==> src/rtl/myalu_mdu_if.sv <==
// Pipeline-side bundle for myalu_mdu: request/response handshakes, flush and status.
interface myalu_mdu_if #(
    parameter int WIDTH = 32
);
    logic             flush;
    logic             in_valid;
    logic             in_ready;
    logic [2:0]       op;
    logic [WIDTH-1:0] mdu_a;
    logic [WIDTH-1:0] mdu_b;
    logic             out_valid;
    logic             out_ready;
    logic [WIDTH-1:0] mdu_out;
    logic             busy;

    modport master (
        output flush, in_valid, op, mdu_a, mdu_b, out_ready,
        input  in_ready, out_valid, mdu_out, busy
    );

    modport slave (
        input  flush, in_valid, op, mdu_a, mdu_b, out_ready,
        output in_ready, out_valid, mdu_out, busy
    );
endinterface

==> src/rtl/myalu_mdu.sv <==
// RV32M multi-cycle multiply/divide: shift-add multiply, restoring divide, one bit per cycle.
// Optional MYALU_MDU_EARLY_OUT_EN: divide-by-zero, signed overflow and zero-operand multiply finish at accept.
module myalu_mdu #(
    parameter int WIDTH = 32
) (
    input logic       clk,
    input logic       rst_n,
    myalu_mdu_if.slave bus
);
    localparam int CNT_W = $clog2(WIDTH + 1);
    localparam logic [1:0] S_IDLE = 2'd0;
    localparam logic [1:0] S_BUSY = 2'd1;
    localparam logic [1:0] S_DONE = 2'd2;

    logic [1:0]         state;
    logic [2:0]         op_q;
    logic [WIDTH-1:0]   a_q, b_q, out_q;
    logic [2*WIDTH-1:0] acc, acc_nxt, prod;
    logic [CNT_W-1:0]   cnt;

    function automatic logic sign_a(input logic [2:0] o);
        return (o == 3'b001) || (o == 3'b010) || (o == 3'b100) || (o == 3'b110);
    endfunction

    function automatic logic sign_b(input logic [2:0] o);
        return (o == 3'b001) || (o == 3'b100) || (o == 3'b110);
    endfunction

    // {hit, value}: cases whose result is fixed by RISC-V semantics rather than the datapath
    function automatic logic [WIDTH:0] special(input logic [2:0] o,
                                               input logic [WIDTH-1:0] x,
                                               input logic [WIDTH-1:0] y);
        logic [WIDTH-1:0] min_neg;
        min_neg = {1'b1, {(WIDTH-1){1'b0}}};
        special = '0;
        if (o[2]) begin
            if (y == '0)
                special = {1'b1, (o[1] ? x : {WIDTH{1'b1}})};
            else if (!o[0] && x == min_neg && y == {WIDTH{1'b1}})
                special = {1'b1, (o[1] ? {WIDTH{1'b0}} : x)};
        end else if (x == '0 || y == '0) begin
            special = {1'b1, {WIDTH{1'b0}}};
        end
    endfunction

    logic             neg_a, neg_b, in_neg_a, in_neg_b;
    logic [WIDTH-1:0] mag_a, mag_b, in_mag_a, in_mag_b, quo, rmd, res;
    logic [WIDTH:0]   mul_sum, div_trial, div_diff, spec;

    assign neg_a    = sign_a(op_q) & a_q[WIDTH-1];
    assign neg_b    = sign_b(op_q) & b_q[WIDTH-1];
    assign mag_a    = neg_a ? -a_q : a_q;
    assign mag_b    = neg_b ? -b_q : b_q;
    assign in_neg_a = sign_a(bus.op) & bus.mdu_a[WIDTH-1];
    assign in_neg_b = sign_b(bus.op) & bus.mdu_b[WIDTH-1];
    assign in_mag_a = in_neg_a ? -bus.mdu_a : bus.mdu_a;
    assign in_mag_b = in_neg_b ? -bus.mdu_b : bus.mdu_b;

    // Multiply keeps {partial product, multiplier}; divide keeps {remainder, dividend/quotient}
    assign mul_sum   = {1'b0, acc[2*WIDTH-1:WIDTH]} + (acc[0] ? {1'b0, mag_a} : '0);
    assign div_trial = acc[2*WIDTH-1:WIDTH-1];
    assign div_diff  = div_trial - {1'b0, mag_b};

    always_comb begin
        acc_nxt = {mul_sum, acc[WIDTH-1:1]};
        if (op_q[2])
            acc_nxt = div_diff[WIDTH] ? {div_trial[WIDTH-1:0], acc[WIDTH-2:0], 1'b0}
                                      : {div_diff[WIDTH-1:0], acc[WIDTH-2:0], 1'b1};
    end

    assign prod = (neg_a ^ neg_b) ? -acc_nxt : acc_nxt;
    assign quo  = acc_nxt[WIDTH-1:0];
    assign rmd  = acc_nxt[2*WIDTH-1:WIDTH];
    assign spec = special(op_q, a_q, b_q);

    always_comb begin
        res = '0;
        if (spec[WIDTH]) begin
            res = spec[WIDTH-1:0];
        end else begin
            case (op_q)
                3'b000:                 res = prod[WIDTH-1:0];
                3'b001, 3'b010, 3'b011: res = prod[2*WIDTH-1:WIDTH];
                3'b100, 3'b101:         res = (neg_a ^ neg_b) ? -quo : quo;
                default:                res = neg_a ? -rmd : rmd;
            endcase
        end
    end

`ifdef MYALU_MDU_EARLY_OUT_EN
    logic [WIDTH:0] in_spec;
    assign in_spec = special(bus.op, bus.mdu_a, bus.mdu_b);
`endif

    always_ff @(posedge clk or negedge rst_n) begin
        if (!rst_n) begin
            state <= S_IDLE;
            op_q  <= '0;
            a_q   <= '0;
            b_q   <= '0;
            acc   <= '0;
            cnt   <= '0;
            out_q <= '0;
        end else if (bus.flush) begin
            state <= S_IDLE;
            cnt   <= '0;
        end else begin
            case (state)
                S_IDLE: if (bus.in_valid) begin
                    op_q  <= bus.op;
                    a_q   <= bus.mdu_a;
                    b_q   <= bus.mdu_b;
                    acc   <= {{WIDTH{1'b0}}, (bus.op[2] ? in_mag_a : in_mag_b)};
                    cnt   <= '0;
                    state <= S_BUSY;
`ifdef MYALU_MDU_EARLY_OUT_EN
                    if (in_spec[WIDTH]) begin
                        out_q <= in_spec[WIDTH-1:0];
                        state <= S_DONE;
                    end
`endif
                end
                S_BUSY: begin
                    acc <= acc_nxt;
                    cnt <= cnt + 1'b1;
                    if (cnt == CNT_W'(WIDTH - 1)) begin
                        out_q <= res;
                        state <= S_DONE;
                    end
                end
                S_DONE: if (bus.out_ready) state <= S_IDLE;
                default: state <= S_IDLE;
            endcase
        end
    end

    assign bus.in_ready  = (state == S_IDLE);
    assign bus.out_valid = (state == S_DONE);
    assign bus.busy      = (state != S_IDLE);
    assign bus.mdu_out   = out_q;
endmodule

==> src/flat_wrapper.sv <==
// flat-port wrapper written by rule: the top's interface ports become plain ports
module myalu_mdu_flat 
#(
    parameter int WIDTH = 32
)
  (clk, rst_n, bus_flush, bus_in_valid, bus_op, bus_mdu_a, bus_mdu_b, bus_out_ready, bus_in_ready, bus_out_valid, bus_mdu_out, bus_busy);
  myalu_mdu_if #(.WIDTH(WIDTH)) bus_i ();
  input logic clk;
  input logic rst_n;
  input wire logic [$bits(bus_i.flush)-1:0] bus_flush;
  input wire logic [$bits(bus_i.in_valid)-1:0] bus_in_valid;
  input wire logic [$bits(bus_i.op)-1:0] bus_op;
  input wire logic [$bits(bus_i.mdu_a)-1:0] bus_mdu_a;
  input wire logic [$bits(bus_i.mdu_b)-1:0] bus_mdu_b;
  input wire logic [$bits(bus_i.out_ready)-1:0] bus_out_ready;
  output wire logic [$bits(bus_i.in_ready)-1:0] bus_in_ready;
  output wire logic [$bits(bus_i.out_valid)-1:0] bus_out_valid;
  output wire logic [$bits(bus_i.mdu_out)-1:0] bus_mdu_out;
  output wire logic [$bits(bus_i.busy)-1:0] bus_busy;
  assign bus_i.flush = bus_flush;
  assign bus_i.in_valid = bus_in_valid;
  assign bus_i.op = bus_op;
  assign bus_i.mdu_a = bus_mdu_a;
  assign bus_i.mdu_b = bus_mdu_b;
  assign bus_i.out_ready = bus_out_ready;
  assign bus_in_ready = bus_i.in_ready;
  assign bus_out_valid = bus_i.out_valid;
  assign bus_mdu_out = bus_i.mdu_out;
  assign bus_busy = bus_i.busy;
  myalu_mdu #(.WIDTH(WIDTH)) u_core (.clk(clk), .rst_n(rst_n), .bus(bus_i));
endmodule
==> config.mk <==
export PLATFORM = sky130hd
export DESIGN_NAME = myalu_mdu_flat
export DESIGN_NICKNAME = d
export VERILOG_FILES = /design/src/rtl/myalu_mdu_if.sv /design/src/rtl/myalu_mdu.sv /design/src/flat_wrapper.sv
export SDC_FILE = /design/constraint.sdc
export NUM_CORES = 1
export LEC_CHECK = 0
export BUFFER_PORTS_ARGS = -buffer_cell sky130_fd_sc_hd__buf_2
export CAP_MARGIN = 10
export CORE_ASPECT_RATIO = 1.75
export CORE_MARGIN = 2
export CORE_UTILIZATION = 50
export CTS_BUF_LIST = sky130_fd_sc_hd__clkbuf_8
export CTS_CLUSTER_SIZE = 24
export DETAILED_ROUTE_END_ITERATION = 8
export HOLD_SLACK_MARGIN = 0.03
export PLACE_DENSITY = 0.67
export SLEW_MARGIN = 15
export SYNTH_ARGS = -nofsm -noshare
export SYNTH_HDL_FRONTEND = slang
export SYNTH_SLANG_ARGS = --single-unit
export TNS_END_PERCENT = 5
==> constraint.sdc <==
create_clock -name clk -period 9.6 [get_ports clk]
set_input_delay 1.44 -clock clk [delete_from_list [all_inputs] [get_ports clk]]
set_output_delay 1.44 -clock clk [all_outputs]
set_load 0.01 [all_outputs]
==> metrics.md <==
| Metric | Value |
|---|---|
| Resized cells post-CTS | `0` |
| Number of global-route vias before repair | `between 15000 and 20000` |
| Logic pwr share | `0.711` |
| Net Sw Power | `~3.7 mW` |
| Clk pwr share | `0.093` |
| Drt initial violations | `1964` |
| Die Ht | `roughly 260 um` |
| Ports | `roughly 110` |
| Router iterations before antenna repair | `7` |
| Critical Path Sink Type | `flop` |
| Fmax | `roughly 110 MHz` |
| Routed wire length | `between 80000 and 90000 um` |
| Placed cell area | `around 19000 um^2` |
| Fin. Hold Viols | `0` |
| Cells after synthesis | `2409` |
| DR WL/cell | `around 27 um` |
| CTS buffer count | `17` |
| Synth unique cells | `96` |
| Share of synthesized registers carrying an async set or reset | `1.00` |
| WP data required | `10.00 ns` |
| Hold Path Class | `flop to flop` |
| Sequential area share after synthesis | `0.233` |
| Vias/cell | `just under 7` |
| Clock buffer depth | `2` |
| DR vias | `about 20000` |
| Final antenna-violating net count | `0` |
| RSZ-0062 raised after global routing | `false` |
| Fin Clk Skew | `approximately 0.019 ns` |
| Warnings from Yosys | `0` |
| Dpl cells | `between 2000 and 3000` |
| Final min period | `slightly below 9 ns` |
| Num rows | `92` |
| Die W | `149 um` |
| Max-slew headroom | `0.271` |
| Max H-tree Level | `4` |
| CP Buf/Inv Count | `1` |
| Fin worst setup slack | `around 0.89 ns` |
| Top FF cell, synth | `dfrtp_1` |
| Core area | `~36000 um^2` |
| Worst skew pair latency | `around 0.52 ns` |
| MaxCap Viol Count | `0` |
| Largest delay share family, worst path | `simple AND/OR/NAND/NOR gates` |
| GRT Util Overall | `0.415` |
| R2R Setup Slk | `0.89 ns` |
| Sink Count | `roughly 170` |
| Area Overhead vs Synth | `7.13%` |
| Endpoints failing setup | `0` |
| Post-place setup slack | `1.15 ns` |
| Max-slew violation count | `0` |
| FF-to-FF End | `u_core.bus.mdu_out[26]$_DFFE_PN0P_` |
| Leakage | `around 8.0 nW` |
| CTS root buf | `clkbuf_8` |
| Post-synth top area cell | `dfrtp_1` |
| Die ar. | `38300 um^2` |
| Sw frac | `0.587` |
| Detail Placement HPWL | `about 63000 um` |
| DRC viols | `0` |
| Reg power frac | `0.197` |
| Initial Utilization | `0.507` |
| Crit path largest cell delay | `about 0.67 ns` |
| Fin cells | `around 2900` |
| Synth top area share | `0.233` |
| Share of layout cells above drive strength 1 | `0.119` |
| Largest net degree at the start of global routing | `between 90 and 100` |
| GRT Residual Overflow | `0` |
| Crit path capture | `u_core.bus.mdu_out[26]$_DFFE_PN0P_` |
| Data arrival time of the worst path | `9.11 ns` |
| WP depth | `28` |
| Initial antenna violation count | `2` |
| Final core utilization | `0.543` |
| Internal Power | `between 2 and 3 mW` |
| Slew @ Worst Pin | `between 1 and 1.5 ns` |
| RePlAce Congestion | `~1.1` |
| Input/output buffers | `106` |
| Setup TNS | `0 ns` |
| Critical Path Fanout Max | `11` |
| First-pass GRT wire length | `119000 um` |
| Worst path slowest cell | `nor3_1` |
| Post-route cell area | `just under 20000 um^2` |
| Synth top area cells | `dfrtp_1 (23%), o21ai_0 (6.8%), xnor2_1 (6.0%)` |
| Fin nets | `around 2600` |
| Period utilization | `0.907` |
| FF-to-FF path depth | `28` |
| Crit. Startpoint | `u_core.b_q[4]$_DFFE_PN0P_` |
| Critical path launch point type | `flop` |
| Status | `completed` |
| Worst IR Drop VDD | `~0.00013 V` |
| Worst-path clk slew | `around 0.11 ns` |
| Worst r2r src | `u_core.b_q[4]$_DFFE_PN0P_` |
| Post-Syn Area | `18300 um^2` |
| Setup bufs post-CTS | `0` |
| Syn avg cell area | `between 7 and 8 um^2` |
| TritonCTS clock tree | `built` |
| Mapped Nets | `~2600` |
| Cts hold-fix bufs | `0` |
| #FFs+latches synth | `~170` |
| Crit path kind | `flop to flop` |
| Number of flops mapped to enable cells by yosys | `0` |
| Total power per unit cell area | `about 320 nW/um^2` |
| Fillers | `approximately 3600` |
## cell families (layout without fill, tap and decap cells)
kind of cell / count (synthesis) / in the layout / synth area share
xor gates and xnor gates: 204 / 204 / 0.0975
muxes: 120 / 120 / 0.0705
adders and majority gates: 74 / 74 / 0.0513
and+or+nand+nor: 825 / 825 / 0.217
other: 0 / 1 / 0
buffers and inverters: 189 / 226 / 0.0411
DFF: 171 / 171 / 0.233
AOI/OAI and AO/OA: 826 / 826 / 0.289
## flip-flops by register name, summed over array words and instances (netlist names)
register	cells
u_core.bus.mdu_out	32
u_core.state	2
u_core.b_q	32
u_core.a_q	32
u_core.op_q	3
u_core.cnt	6
u_core.acc	64
## layout by cell type, fill, tap and decap left out, types with 21 or more instances in the layout
cell type | netlist | final
or3_1 | 27 | 26
nor2_1 | 243 | 242
mux2i_1 | 47 | 47
dfrtp_1 | 171 | 170
nor3_1 | 72 | 71
buf_4 | 5 | 36
o31ai_1 | 32 | 31
ha_1 | 72 | 72
nand2_1 | 230 | 230
o211ai_1 | 28 | 28
a21o_1 | 25 | 25
a31oi_1 | 43 | 43
nand3_1 | 44 | 44
buf_2 | 8 | 105
and3_1 | 21 | 21
inv_1 | 52 | 52
and2_1 | 47 | 47
o21ai_0 | 248 | 248
nor4_1 | 21 | 21
a21oi_1 | 215 | 215
nand4_1 | 30 | 30
xor2_1 | 79 | 79
o21a_1 | 22 | 22
mux2_2 | 72 | 72
xnor2_1 | 125 | 125
## per-layer routing
layer | global-route usage | vias to the layer above | wire (um)
li1 | - | 8971 | -
met1 | 0.467 | 9540 | 28700
met2 | 0.687 | 1035 | 37600
met3 | 0.0672 | 357 | 5670
met4 | 0.337 | 0 | 8170
met5 | 0 | - | 0
## power by group through the flow
stage | sequential (mW) | clock, mW | combinational (mW)
floorplan | 1.02 | 0 | 2.97
global placement | 1.20 | 0 | 4.18
detailed placement | 1.21 | 0 | 4.21
CTS | 1.19 | 0.586 | 4.23
global route | 1.22 | 0.609 | 4.69
finish | 1.22 | 0.576 | 4.42
## worst reg2reg max path, delay by kind of cell (launching register included)
family	cells	cell delay, ns
and+or+nand+nor	11	3.58
DFF	1	0.45
buffers and inverters	1	0.20
adders and majority gates	2	0.77
xor gates and xnor gates	2	0.35
muxes	1	0.29
AOI/OAI and AO/OA	11	2.97
## worst min-delay path by stage
stage | start | end | slack (ns) | cells past startpoint
CTS | u_core.bus.mdu_out[5]$_DFFE_PN0P_ | u_core.bus.mdu_out[5]$_DFFE_PN0P_ | 0.50 | 1
floorplan | u_core.cnt[2]$_DFFE_PN0P_ | u_core.cnt[2]$_DFFE_PN0P_ | 0.46 | 1
detailed placement | u_core.bus.mdu_out[5]$_DFFE_PN0P_ | u_core.bus.mdu_out[5]$_DFFE_PN0P_ | 0.47 | 1
global route | u_core.bus.mdu_out[5]$_DFFE_PN0P_ | u_core.bus.mdu_out[5]$_DFFE_PN0P_ | 0.52 | 1
global placement | u_core.bus.mdu_out[5]$_DFFE_PN0P_ | u_core.bus.mdu_out[5]$_DFFE_PN0P_ | 0.46 | 1
finish | u_core.bus.mdu_out[5]$_DFFE_PN0P_ | u_core.bus.mdu_out[5]$_DFFE_PN0P_ | 0.49 | 1
## synth_stat cells, types with 9 or more instances
library cell and instances:
ha_1 72, nor4_1 21, or4_1 17, nand4_1 30, xnor2_1 125, nand2b_1 19
nor2_1 243, o211ai_1 28, a211oi_1 15, dfrtp_1 171, o21bai_1 10, a21oi_1 215
nand2_1 230, or3_1 27, o31ai_1 32, nand3_1 44, a221oi_1 14, nor3_1 72
xor2_1 79, a21boi_0 9, o41ai_1 16, mux2i_1 47, a221o_1 13, o21ai_0 248
and2_1 47, o221ai_1 14, a31oi_1 43, a41oi_1 10, a21o_1 25, nor2b_1 10
mux2_2 72, inv_1 52, clkbuf_1 115, a22o_1 17, and3_1 21, o21a_1 22
## cell type report
class | instances | area (um^2) | area share
Antenna cell | 1 | 2.50 | 0.000127
Tap cell | 470 | 588 | 0.0299
Multi-Input combinational cell | 2049 | 13300 | 0.679
Timing Repair Buffer | 142 | 807 | 0.0411
Sequential cell | 171 | 4280 | 0.218
Inverter | 52 | 195 | 0.00994
Clock buffer | 19 | 262 | 0.0133
Clock inverter | 13 | 168 | 0.00854
## stage by stage
stage	total power, mW	hold slack [ns]
finish	6.22	0.491
global route	6.53	0.517
CTS	6.01	0.496
detailed placement	5.42	0.471
global placement	5.39	0.458
floorplan	3.99	0.456
Power figures use the tool's default switching activity.
